## src/rtl/shift_seq_counter.sv

```systemverilog
// Run-time selectable ring / Johnson / Fibonacci-LFSR shift counter with load, enable and wrap pulse.
// Optional lock-up recovery is compiled in with `define SHIFT_SEQ_LOCKUP_RECOVER_EN.
module shift_seq_counter #(
  parameter int               WIDTH     = 4,
  parameter logic [WIDTH-1:0] RESET_VAL = 4'b1001,
  parameter logic [WIDTH-1:0] TAPS      = 4'b0011
) (
  input  logic             clk,
  input  logic             rst,
  input  logic             en,
  input  logic             load,
  input  logic [WIDTH-1:0] load_val,
  input  logic [1:0]       mode,
  input  logic             dir,
  output logic [WIDTH-1:0] q,
  output logic [WIDTH-1:0] q_n,
  output logic             wrap,
  output logic             lockup
);

  localparam logic [1:0] MODE_RING = 2'b00;
  localparam logic [1:0] MODE_JOHN = 2'b01;
  localparam logic [1:0] MODE_LFSR = 2'b10;
  localparam logic [1:0] MODE_HOLD = 2'b11;

  logic [WIDTH-1:0] r_q;
  logic [WIDTH-1:0] r_start;
  logic             r_wrap;
  logic             w_fb;
  logic [WIDTH-1:0] w_shift;
  logic [WIDTH-1:0] w_next;

  always_comb begin
    w_fb = 1'b0;
    case (mode)
      MODE_RING: w_fb = dir ? r_q[WIDTH-1] : r_q[0];
      MODE_JOHN: w_fb = dir ? ~r_q[WIDTH-1] : ~r_q[0];
      MODE_LFSR: w_fb = ^(r_q & TAPS);
      default:   w_fb = 1'b0;
    endcase
  end

  // LFSR always shifts toward bit 0; dir only steers ring and Johnson.
  always_comb begin
    w_shift = r_q;
    if (mode == MODE_HOLD)
      w_shift = r_q;
    else if (dir && (mode != MODE_LFSR))
      w_shift = {r_q[WIDTH-2:0], w_fb};
    else
      w_shift = {w_fb, r_q[WIDTH-1:1]};
  end

`ifdef SHIFT_SEQ_LOCKUP_RECOVER_EN
  logic w_lock;
  logic r_lockup;

  always_comb begin
    w_lock = ((mode == MODE_LFSR) && (r_q == '0)) ||
             ((mode == MODE_RING) && ((r_q == '0) || (r_q == '1)));
    w_next = w_lock ? r_start : w_shift;
  end

  always_ff @(posedge clk) begin
    if (rst)
      r_lockup <= 1'b0;
    else if (load)
      r_lockup <= 1'b0;
    else
      r_lockup <= en && w_lock;
  end

  assign lockup = r_lockup;
`else
  always_comb w_next = w_shift;
  assign lockup = 1'b0;
`endif

  always_ff @(posedge clk) begin
    if (rst) begin
      r_q     <= RESET_VAL;
      r_start <= RESET_VAL;
      r_wrap  <= 1'b0;
    end else if (load) begin
      r_q     <= load_val;
      r_start <= load_val;
      r_wrap  <= 1'b0;
    end else if (en && (mode != MODE_HOLD)) begin
      r_q    <= w_next;
      r_wrap <= (w_next == r_start);
    end else begin
      r_wrap <= 1'b0;
    end
  end

  assign q    = r_q;
  assign q_n  = ~r_q;
  assign wrap = r_wrap;

endmodule
```

## config.mk

```make
export PLATFORM = sky130hd
export DESIGN_NAME = shift_seq_counter
export DESIGN_NICKNAME = d
export VERILOG_FILES = /design/src/rtl/shift_seq_counter.sv
export SDC_FILE = /design/constraint.sdc
export NUM_CORES = 1
export LEC_CHECK = 0
export BUFFER_PORTS_ARGS = -buffer_cell sky130_fd_sc_hd__buf_2
export CAP_MARGIN = 20
export CELL_PAD_IN_SITES_DETAIL_PLACEMENT = 0
export CELL_PAD_IN_SITES_GLOBAL_PLACEMENT = 1
export CORE_MARGIN = 3
export CORE_UTILIZATION = 35
export DETAILED_ROUTE_END_ITERATION = 10
export MAX_ROUTING_LAYER = met4
export PLACE_DENSITY_LB_ADDON = 0.1
export SYNTH_ARGS = -nofsm -noshare
export SYNTH_HDL_FRONTEND = slang
export SYNTH_SLANG_ARGS = --single-unit
```

## constraint.sdc

```tcl
create_clock -name clk -period 4.9 [get_ports clk]
set_clock_uncertainty 0.1 [all_clocks]
set_input_delay 0.49 -clock clk [delete_from_list [all_inputs] [get_ports clk]]
set_output_delay 0.49 -clock clk [all_outputs]
set_load 0.05 [all_outputs]
```

== After elaboration in Yosys (flattened, before gate mapping) ==
Cells that the tools add are included.
Cells by class
  mux-type cells: 7
  reduce and logical (&&, ||, !) cells: 6
  bitwise gates (word level): 4
  equal/unequal tests: 6
Operator list (count)
  2-to-1 mux 4 bit: 4
  equality test 2 bit (second input constant): 2
  equality test 4 bit: 1
  != test 2 bit (second input constant): 2
  inverter 4 bit: 1
  XOR reduction 4 bit: 1
  inverter 1 bit: 3
  case mux 1 bit (3 select lines): 1
  OR reduction 3 bit: 1
  equality test 2 x 1 -> 1 bit (second input constant): 1
  logical AND 1 bit: 2
  zero test 2 bit: 1
  2-to-1 mux 1 bit: 2
  nonzero test 2 bit: 1
Word-level totals
  register bits after elaboration: 9
  output and inout bits: 10

== Longest topological paths before layout ==
Gate-level depths: netlist of run 1.
  word-level depth: 7
  mapped depth: 6

== Worst setup path after synthesis of run 1 ==
Ideal clock, no wire load.
  path kind: input to register
  from: in mode[1]
  to: reg r_wrap (netlist: wrap)
  arrival: 1.781 ns
  setup time: 0.092 ns
  buffers on the path: 1
  slack: 2.927 ns
  stages on the path: 6
  required time: 4.708 ns
  cells stage by stage: buf_6 -> mux2_4 -> o221ai_2 -> xnor2_1 -> or4_1 -> nor4_1
On the way
  word-level cells in the longest chain between the ends: 5
  elaborated cells between the ends (all ways): 14
Ends and longest elaborated chain
  start, declared: RTL line 13  | input logic [1:0] mode,
  equality test 2 bit, or another cell as far along: RTL line 35  | case (mode)
  case mux 1 bit (3 select lines) or logical AND 1 bit (tied branches): RTL line 35, 48
  2-to-1 mux 4 bit: RTL line 48  | else if (dir && (mode != MODE_LFSR))
  2-to-1 mux 4 bit: RTL line 46  | if (mode == MODE_HOLD)
  equality test 4 bit: RTL line 90  | r_wrap <= (w_next == r_start);
  end signal, assigned: RTL line 90
  end, declared: RTL line 28  | logic r_wrap;
Several ways; a longest one is shown, not always the timed one.
A chain may end at the register's enable or synchronous reset.

== Final worst setup path of run 1 ==
Ends and elaborated chain as after synthesis.

==> results of run 1 <==
==> worst max-delay path: cells and delay by family <==
kind | cells | cell delay, ns
simple gates | 2 | 0.66
mux | 1 | 0.33
compound gates | 1 | 0.19
xor+xnor | 1 | 0.08
buf+inv | 1 | 0.16
==> path summary, 6_finish.rpt <==
check	to	slack (ns)	cells after the start
max	wrap	3.06	6
min	q[3]	0.36	3
max reg2reg	wrap	3.11	5
min reg2reg	r_start[0]	0.39	2
==> area by class of cell <==
cell class | count | area, sq um
multi-input cells | 46 | 321.6
clock buffers | 4 | 26.28
flip-flops and latches | 9 | 180.2
fillers | 161 | 714.4
repair buffers | 19 | 95.09
inverters | 7 | 26.28
well taps | 15 | 18.77
==> stage by stage <==
| step | power [mW] | setup slack (ns) |
|---|---|---|
| after floorplan | 0.1341 | 2.927 |
| after global placement | 0.1489 | 2.828 |
| after detailed placement | 0.1495 | 2.797 |
| final | 0.2031 | 3.062 |
| after CTS | 0.2062 | 3.059 |
| after global routing | 0.2173 | 2.927 |
==> metal layers <==
layer	GRT usage, %	up-vias
met5	-	-
met4	5.263	0
met3	5.929	2
met2	22.01	13
met1	16.86	231
li1	-	266
==> registers in the layout, indices dropped and copies added, names as in the netlist <==
name,cells
q,4
r_start,4
wrap,1
==> power by group through the flow <==
stage                     Sequential (mW)  Clock (mW)  Combinational (mW)
after floorplan                    0.0935           0              0.0405
after global placement             0.0852           0              0.0637
after detailed placement           0.0854           0              0.0641
after CTS                          0.0837      0.0583              0.0642
after global routing               0.0844      0.0635              0.0694
final                              0.0835      0.0562              0.0634
==> logic make-up after synthesis <==
kind of cell | count (synthesis) | share of synthesized area, %
mux | 5 | 9.999
simple gates | 20 | 20.68
buf+inv | 10 | 8.864
xor+xnor | 5 | 7.954
flops | 9 | 32.73
compound gates | 15 | 19.09
other cells | 1 | 0.6812
==> cells in the final DEF, fill, tap and decap left out, types with 2 or more instances in the layout <==
master | Yosys | routed
buf_2 | 0 | 19
dfxtp_1 | 9 | 9
inv_1 | 7 | 7
nand2_1 | 5 | 5
mux2i_1 | 4 | 4
o21ai_0 | 4 | 4
nor2_1 | 4 | 4
xnor2_1 | 4 | 4
a21oi_1 | 3 | 3
clkbuf_4 | 0 | 3
o221ai_1 | 2 | 2
or3b_1 | 2 | 2
a211oi_1 | 2 | 2
nor2b_1 | 2 | 2
nor3_1 | 2 | 2
==> flow_summary.json, run 1 <==
{
  "status": "completed",
  "dp_cells": 96,
  "rows": 13,
  "synth_nets": 76,
  "cpPeakStageDelay_ns": 0.39,
  "fin_setup_tns_ns": 0,
  "clk_pin_slew_ns": 0.06,
  "wl_per_cell_um": 12.17,
  "diodes": 0,
  "min_path_type": "input port to register",
  "cp_max_fo": 8,
  "p_switching_mw": 0.07172,
  "worstPathArrival_ns": 1.91,
  "setup.worst_path.start_class": "input port",
  "async_reset_ff_share_pct": 0,
  "place_area_sq_um": 641.9,
  "post-synth-top-area-cell": "dfxtp_1",
  "gp_congestion": 0.7167,
  "grt_overflow_total": 0,
  "grt_max_degree": 14,
  "final_cell_area_sq_um": 668.1,
  "dr.pass1.iters": 4,
  "grt_pass1_wl_mm": 2.076,
  "synth_area_leaders": "dfxtp_1, mux2i_1, xnor2_1",
  "synth_most_common_cell": "dfxtp_1",
  "ir_drop_mv": 0.2030,
  "drt-initial-drc-count": 3,
  "clock_sinks": 9,
  "setup.worst_path.start": "mode[1]",
  "synth_cell_types": 28,
  "drive_gt1_share_pct": 30.59,
  "synth_commonest_cells": "dfxtp_1, inv_1, nand2_1",
  "pin_count": 21,
  "powerDensity_mw_per_mm2": 303.9,
  "critPathKind": "input port to register",
  "io_buffers": 19,
  "ys_warn_count": 0,
  "vias": 512,
  "cts_tree": "yes",
  "met3WireLength_um": 79,
  "hold_viol_final": 0,
  "post-route-period-util_pct": 37.51,
  "h-tree-depth": 1,
  "hold_start": "load_val[3]",
  "rsz0062_at_grt": "false",
  "slew_viol_final": 0,
  "synth_top_area_share_pct": 32.73,
  "wl_mm": 1.217,
  "cp_slowest_cell": "or4_1",
  "grt_usage_pct": 14.45,
  "area.growth.synth_to_final_pct": 21.36,
  "swShare_pct": 35.32,
  "setup_viol": 0,
  "cts_buffers": 3,
  "worst_ep_required_time_ns": 4.97,
  "fin_cells": 100,
  "cap_violations": 0,
  "die_w_um": 45.66,
  "pwr-share-comb_pct": 31.2,
  "layout.nets": 97,
  "wl_met2_um": 564,
  "clock_power_share_pct": 27.7,
  "max_freq_mhz": 544.0,
  "netlist_area_sq_um": 550.5,
  "utilization_pct": 48.33,
  "synth-edff-count": 0,
  "post_cts_buffers": 0,
  "seq_area_frac_synth_pct": 32.73,
  "ys_ff_latch": 9,
  "maxUsedRoutingLayer": "met4",
  "period_needed_ns": 1.838,
  "cts-root-buf": "clkbuf_4",
  "avgSynthCellArea_sq_um": 8.470,
  "leakagePower_nw": 0.3180,
  "syn_inst": 65,
  "p_int_mw": 0.1314,
  "path_cells": "buf_2 -> mux2_4 -> o221ai_2 -> xnor2_1 -> or4_1 -> nor4_1",
  "grt_pass1_vias": 484,
  "cts_resized": 0,
  "core-area_sq_mm": 0.001383,
  "synth_flop_cell": "dfxtp_1",
  "wirelength_met1_um": 562,
  "dp_hpwl_mm": 1.000,
  "die_area_sq_mm": 0.002085,
  "ctsHoldBuffers": 0,
  "holdWs_ns": 0.3583,
  "clk_latency_ns": 0.26,
  "drc": 0,
  "viasPerCell": 5.120,
  "timing.rr.start": "q[0]",
  "postRouteAntennaNets": 0,
  "clk_path_buf_depth": 2,
  "antenna_found_initial": 0,
  "end_kind": "register",
  "seqPwrFrac_pct": 41.1,
  "start_util_pct": 39.82,
  "fp.dieH_um": 45.66
}
Note: power is estimated with default switching activity, not from simulation.
==> run 2, diff against run 1 <==
CORE_UTILIZATION = 29   (was 35)
clock period = 1.6 ns   (was 4.9 ns; I/O delays follow)
==> run 2 against run 1 <==
Net effect: the run now ends with negative setup slack left; sequential share of layout area fell by 1.8 points; cell count grew 16%; combinational power increased to 3.4 times the previous value; total power grew to 3.2 times the previous value; worst hold slack worse by 0.33 ns; register-to-register slack worse by 3.2 ns; largest power group unchanged; non-clock buffer count increased by 6; utilization fell by 6.0 points; clock power grew to 3.2 times the previous value; global-route usage decreased by 2.0 points; via count up 5.1%; die area rose by 18%.
==> flow_summary.json, run 2 (synthesis results as in run 1) <==
{
  "status": "complete, but fails checks",
  "violations": "negative setup slack",
  "wl_mm": 1.393,
  "clk_pin_slew_ns": 0.06,
  "viasPerCell": 4.638,
  "end_kind": "register",
  "layout_common_cells": "buf_2, inv_1, buf_4",
  "drive_gt1_share_pct": 42.86,
  "postLayoutSetupSlackWorst_ns": -0.04470,
  "fp.dieH_um": 49.57,
  "grt_pass1_wl_mm": 2.263,
  "dr.pass1.iters": 3,
  "hold_viol_final": 0,
  "post_cts_buffers": 0,
  "hold_start": "load_val[3]",
  "setup.worst_path.start_class": "register",
  "layout.nets": 103,
  "min_path_type": "input port to register",
  "worstHoldEndpoint": "q[3]",
  "cp_max_fo": 4,
  "critPathKind": "register to register",
  "rsz0062_at_grt": "true",
  "cts-root-buf": "clkbuf_4",
  "rows": 15,
  "period_needed_ns": 1.645,
  "worstPathArrival_ns": 1.72,
  "grt_max_degree": 14,
  "io_buffers": 19,
  "ir_drop_mv": 0.5500,
  "pin_count": 21,
  "pre_cts_ws_ns": -0.03676,
  "timing.rr.start": "q[0]",
  "drt-initial-drc-count": 9,
  "grt_usage_pct": 12.49,
  "vias": 538,
  "r2r_slack_ns": -0.04,
  "worst_ep_required_time_ns": 1.67,
  "grt_pass1_vias": 502,
  "clk_path_buf_depth": 2,
  "die_area_sq_mm": 0.002457,
  "clock_sinks": 9,
  "antenna_found_initial": 0,
  "gp_congestion": 0.7901,
  "dp_hpwl_mm": 1.067,
  "leakagePower_nw": 0.3486,
  "die_w_um": 49.57,
  "core-area_sq_mm": 0.001764,
  "ff2ff_path_depth": 5,
  "clk_latency_ns": 0.26,
  "post-route-period-util_pct": 102.8,
  "cts_buffers": 3,
  "reg2reg_to": "wrap",
  "h-tree-depth": 1,
  "fin_setup_tns_ns": -0.04470,
  "cts_tree": "yes",
  "drc": 0,
  "wl_per_cell_um": 12.01,
  "area.growth.synth_to_final_pct": 35.68,
  "slew_viol_final": 0,
  "diodes": 0,
  "max_freq_mhz": 608.0,
  "holdPathStages": 3,
  "postRouteAntennaNets": 0,
  "setup_viol": 1,
  "cap_violations": 0,
  "powerDensity_mw_per_mm2": 874.0,
  "grt_overflow_total": 0,
  "final_common_cell": "buf_2",
  "start_util_pct": 31.21
}
-- run 2: cell types whose count changed in the layout (fill, tap and decap cells not counted), sizes merged --
cell	delta
buf	+6
-- run 2: per-layer routing --
layer / up-vias / routed length [um] / global-route usage (%)
met1: 241 / 631 / 14.92
met4: 0 / 12 / 2.765
met2: 14 / 652 / 18.72
met5: - / 0 / -
li1: 281 / - / -
met3: 2 / 97 / 6.344
-- run 2: layout make-up --
| type | count | area [sq um] |
|---|---|---|
| inverter | 7 | 26.28 |
| multi-input combinational | 46 | 335.3 |
| tap | 25 | 31.28 |
| timing repair buffer | 25 | 140.1 |
| sequential | 9 | 187.7 |
| fill | 228 | 1017 |
| clock buffer | 4 | 26.28 |
-- run 2: power breakdown --
group | switching [mW] | total [mW] | internal [mW] | leakage (nW)
registers | 0.0159 | 0.256 | 0.240 | 0.0751
logic | 0.136 | 0.216 | 0.0805 | 0.259
clock network | 0.0840 | 0.180 | 0.0963 | 0.0150
-- run 2: what timing repair did --
| item | 4_1_cts | 5_1_grt |
|---|---|---|
| hold buffers | 0 | 0 |
| gates resized for setup | 1 | 2 |
| setup endpoints to repair | 1 | 2 |
| hold endpoints to repair | 0 | 0 |
-- run 2: per-stage QoR --
step | utilization (%) | instances | hold WS [ns] | instance area (sq um) | power [mW]
finish | 42.34 | 116 | 0.02741 | 747.0 | 0.6529
global route | 42.34 | 116 | 0.03009 | 747.0 | 0.6926
CTS | 41.91 | 116 | 0.02213 | 739.5 | 0.6596
detailed placement | 40.07 | 112 | 0.2943 | 706.9 | 0.4743
global placement | 40.07 | 112 | 0.2891 | 706.9 | 0.4751
floorplan | - | 65 | 0.1318 | 558.0 | 0.4122
-- run 2: worst max-delay path, stage by stage (launching register included) --
cell      delay [ns]
dfxtp_4         0.35
or3b_4          0.37
o221ai_2        0.08
xnor2_1         0.07
or4_1           0.42
nor4_2          0.16
-- run 2: worst max path at each step --
stage | endpoint | cells after the start | from
final | wrap | 5 | q[0]
after global routing | wrap | 5 | q[0]
after CTS | wrap | 5 | q[0]
after detailed placement | wrap | 6 | mode[1]
after global placement | q[2] | 7 | mode[1]
after floorplan | wrap | 5 | q[0]
==> run 3, diff against run 2 <==
ABC_AREA = 1   (was default)
CORE_MARGIN = 2   (was 3)
CORE_UTILIZATION = 28   (was 29)
==> run 3 against run 2 <==
Net effect: the run now ends clean; clock power up 2%; setup slack better by 0.37 ns; global-route usage up 1.6 points; sequential share of layout area down 1.0 points; via count up 26%; cell area up 3.5%; fmax up 29%; worst hold slack worse by 0.0069 ns; total power up 2.4%; largest power group unchanged.
==> flow_summary.json, run 3 <==
{
  "pwr-share-comb_pct": 33.9,
  "cp_max_fo": 6,
  "wl_per_cell_um": 10.71,
  "leakagePower_nw": 0.4256,
  "drive_gt1_share_pct": 30.65,
  "path_cells": "buf_2",
  "synth_flop_cell": "dfxtp_1",
  "clk_path_buf_depth": 2,
  "fp.dieH_um": 50.75,
  "period_needed_ns": 1.276,
  "async_reset_ff_share_pct": 0,
  "area.growth.synth_to_final_pct": 26.38,
  "die_w_um": 50.75,
  "min_path_type": "input port to register",
  "status": "completed",
  "clk_latency_ns": 0.27,
  "drt-initial-drc-count": 16,
  "grt_pass1_wl_mm": 2.566,
  "synth_cell_types": 21,
  "cts_buffers": 3,
  "seq_area_frac_synth_pct": 29.45,
  "worstPathArrival_ns": 1.02,
  "layout.nets": 136,
  "cp_slowest_cell": "dfxtp_1",
  "synth_commonest_cells": "nand2_1, inv_1, dfxtp_1",
  "drc": 0,
  "max_freq_mhz": 783.9,
  "end_kind": "primary output",
  "cts_tree": "yes",
  "wl_mm": 1.617,
  "utilization_pct": 38.63,
  "start_util_pct": 30.56,
  "grt_pass1_vias": 585,
  "seqPwrFrac_pct": 38.6,
  "synth_top_area_share_pct": 29.45,
  "io_buffers": 19,
  "cap_violations": 0,
  "clk_pin_slew_ns": 0.06,
  "worst_ep_required_time_ns": 1.34,
  "post_cts_buffers": 0,
  "clock_power_share_pct": 27.5,
  "pin_count": 21,
  "post-route-period-util_pct": 79.73,
  "cts-root-buf": "clkbuf_4",
  "synth-edff-count": 0,
  "synth_nets": 113,
  "swShare_pct": 39.95,
  "viasPerCell": 4.477,
  "cpPeakStageDelay_ns": 0.44,
  "ys_ff_latch": 9,
  "crit_buf_inv": 1,
  "final_common_cell": "nand2_1",
  "path_delay_family": "flip-flops",
  "powerDensity_mw_per_mm2": 864.4,
  "syn_inst": 102,
  "core-area_sq_mm": 0.002002,
  "setup_viol": 0,
  "grt_overflow_total": 0,
  "dr.pass1.iters": 4,
  "cts_resized": 0,
  "setup.worst_path.start_class": "register",
  "antenna_found_initial": 0,
  "h-tree-depth": 1,
  "n_fill_cell": 250,
  "die_area_sq_mm": 0.002575,
  "ctsHoldBuffers": 0,
  "gp_congestion": 0.7796,
  "grt_usage_pct": 14.10,
  "postRouteAntennaNets": 0,
  "ir_drop_mv": 0.3781,
  "slew_viol_final": 0,
  "dp_hpwl_mm": 1.288,
  "post-synth-top-area-cell": "dfxtp_1",
  "hold_viol_final": 0,
  "ys_warn_count": 0,
  "synth_most_common_cell": "nand2_1",
  "rows": 16,
  "diodes": 0,
  "layout_common_cells": "nand2_1, buf_2, inv_1",
  "fin_setup_tns_ns": 0,
  "vias": 676,
  "clock_sinks": 9,
  "avgSynthCellArea_sq_um": 5.998,
  "netlist_area_sq_um": 611.8,
  "synth_area_leaders": "dfxtp_1, nand2_1, inv_1",
  "p_int_mw": 0.4014,
  "critPathKind": "register to primary output",
  "grt_max_degree": 8,
  "p_switching_mw": 0.2670,
  "rsz0062_at_grt": "false"
}
## run 3: metrics by stage
stage	instances	power (mW)	setup WS [ns]	area (sq um)	hold WS [ns]
floorplan	102	0.4298	0.003885	625.6	0.1197
global route	151	0.7150	0.2330	773.2	0.02531
CTS	151	0.6765	0.3145	773.2	0.01994
finish	151	0.6684	0.3244	773.2	0.02047
detailed placement	147	0.4893	0.3335	747.0	0.3051
global placement	147	0.4919	0.3138	747.0	0.3013
## run 3: final timing paths
kind	start	endpoint	slack (ns)	depth (start not counted)
min	rst	q[1]	0.02	2
max	q[2]	q[2]	0.32	1
min reg2reg	r_start[1]	r_start[1]	0.38	2
max reg2reg	q[1]	wrap	0.34	9
## run 3: layout make-up
class                   instances  area (sq um)  area share, %
well taps                      27         33.78          4.369
multi-input cells              73         352.8          45.63
flip-flops and latches          9         186.4          24.11
inverters                      19         78.83          10.19
repair buffers                 19         95.09          12.30
clock buffers                   4         26.28          3.398
## run 3: logic make-up (layout without fill, tap and decap cells)
logic type	Yosys count	after routing	synth area share [%]
AOI/OAI and AO/OA	12	12	11.45
DFF	9	9	29.45
and+or+nand+nor	60	60	45.61
other	1	1	0.6129
buffers and inverters	20	42	12.88
## run 3: power by group through the flow
stage / Combinational, mW / Sequential (mW) / Clock (mW)
final: 0.226 / 0.258 / 0.184
after global routing: 0.249 / 0.260 / 0.206
after CTS: 0.228 / 0.258 / 0.191
after detailed placement: 0.227 / 0.263 / 0
after global placement: 0.228 / 0.264 / 0
after floorplan: 0.139 / 0.291 / 0
## run 3: per-layer routing
| metal | share of wire [%] | routed length (um) | GRT usage, % | vias up |
|---|---|---|---|---|
| met5 | 0 | 0 | - | - |
| met4 | 0.93 | 15 | 4.054 | 0 |
| met3 | 4.5 | 72 | 5.357 | 2 |
| met2 | 44 | 715 | 19.96 | 14 |
| met1 | 50 | 813 | 18.63 | 294 |
| li1 | - | - | - | 366 |
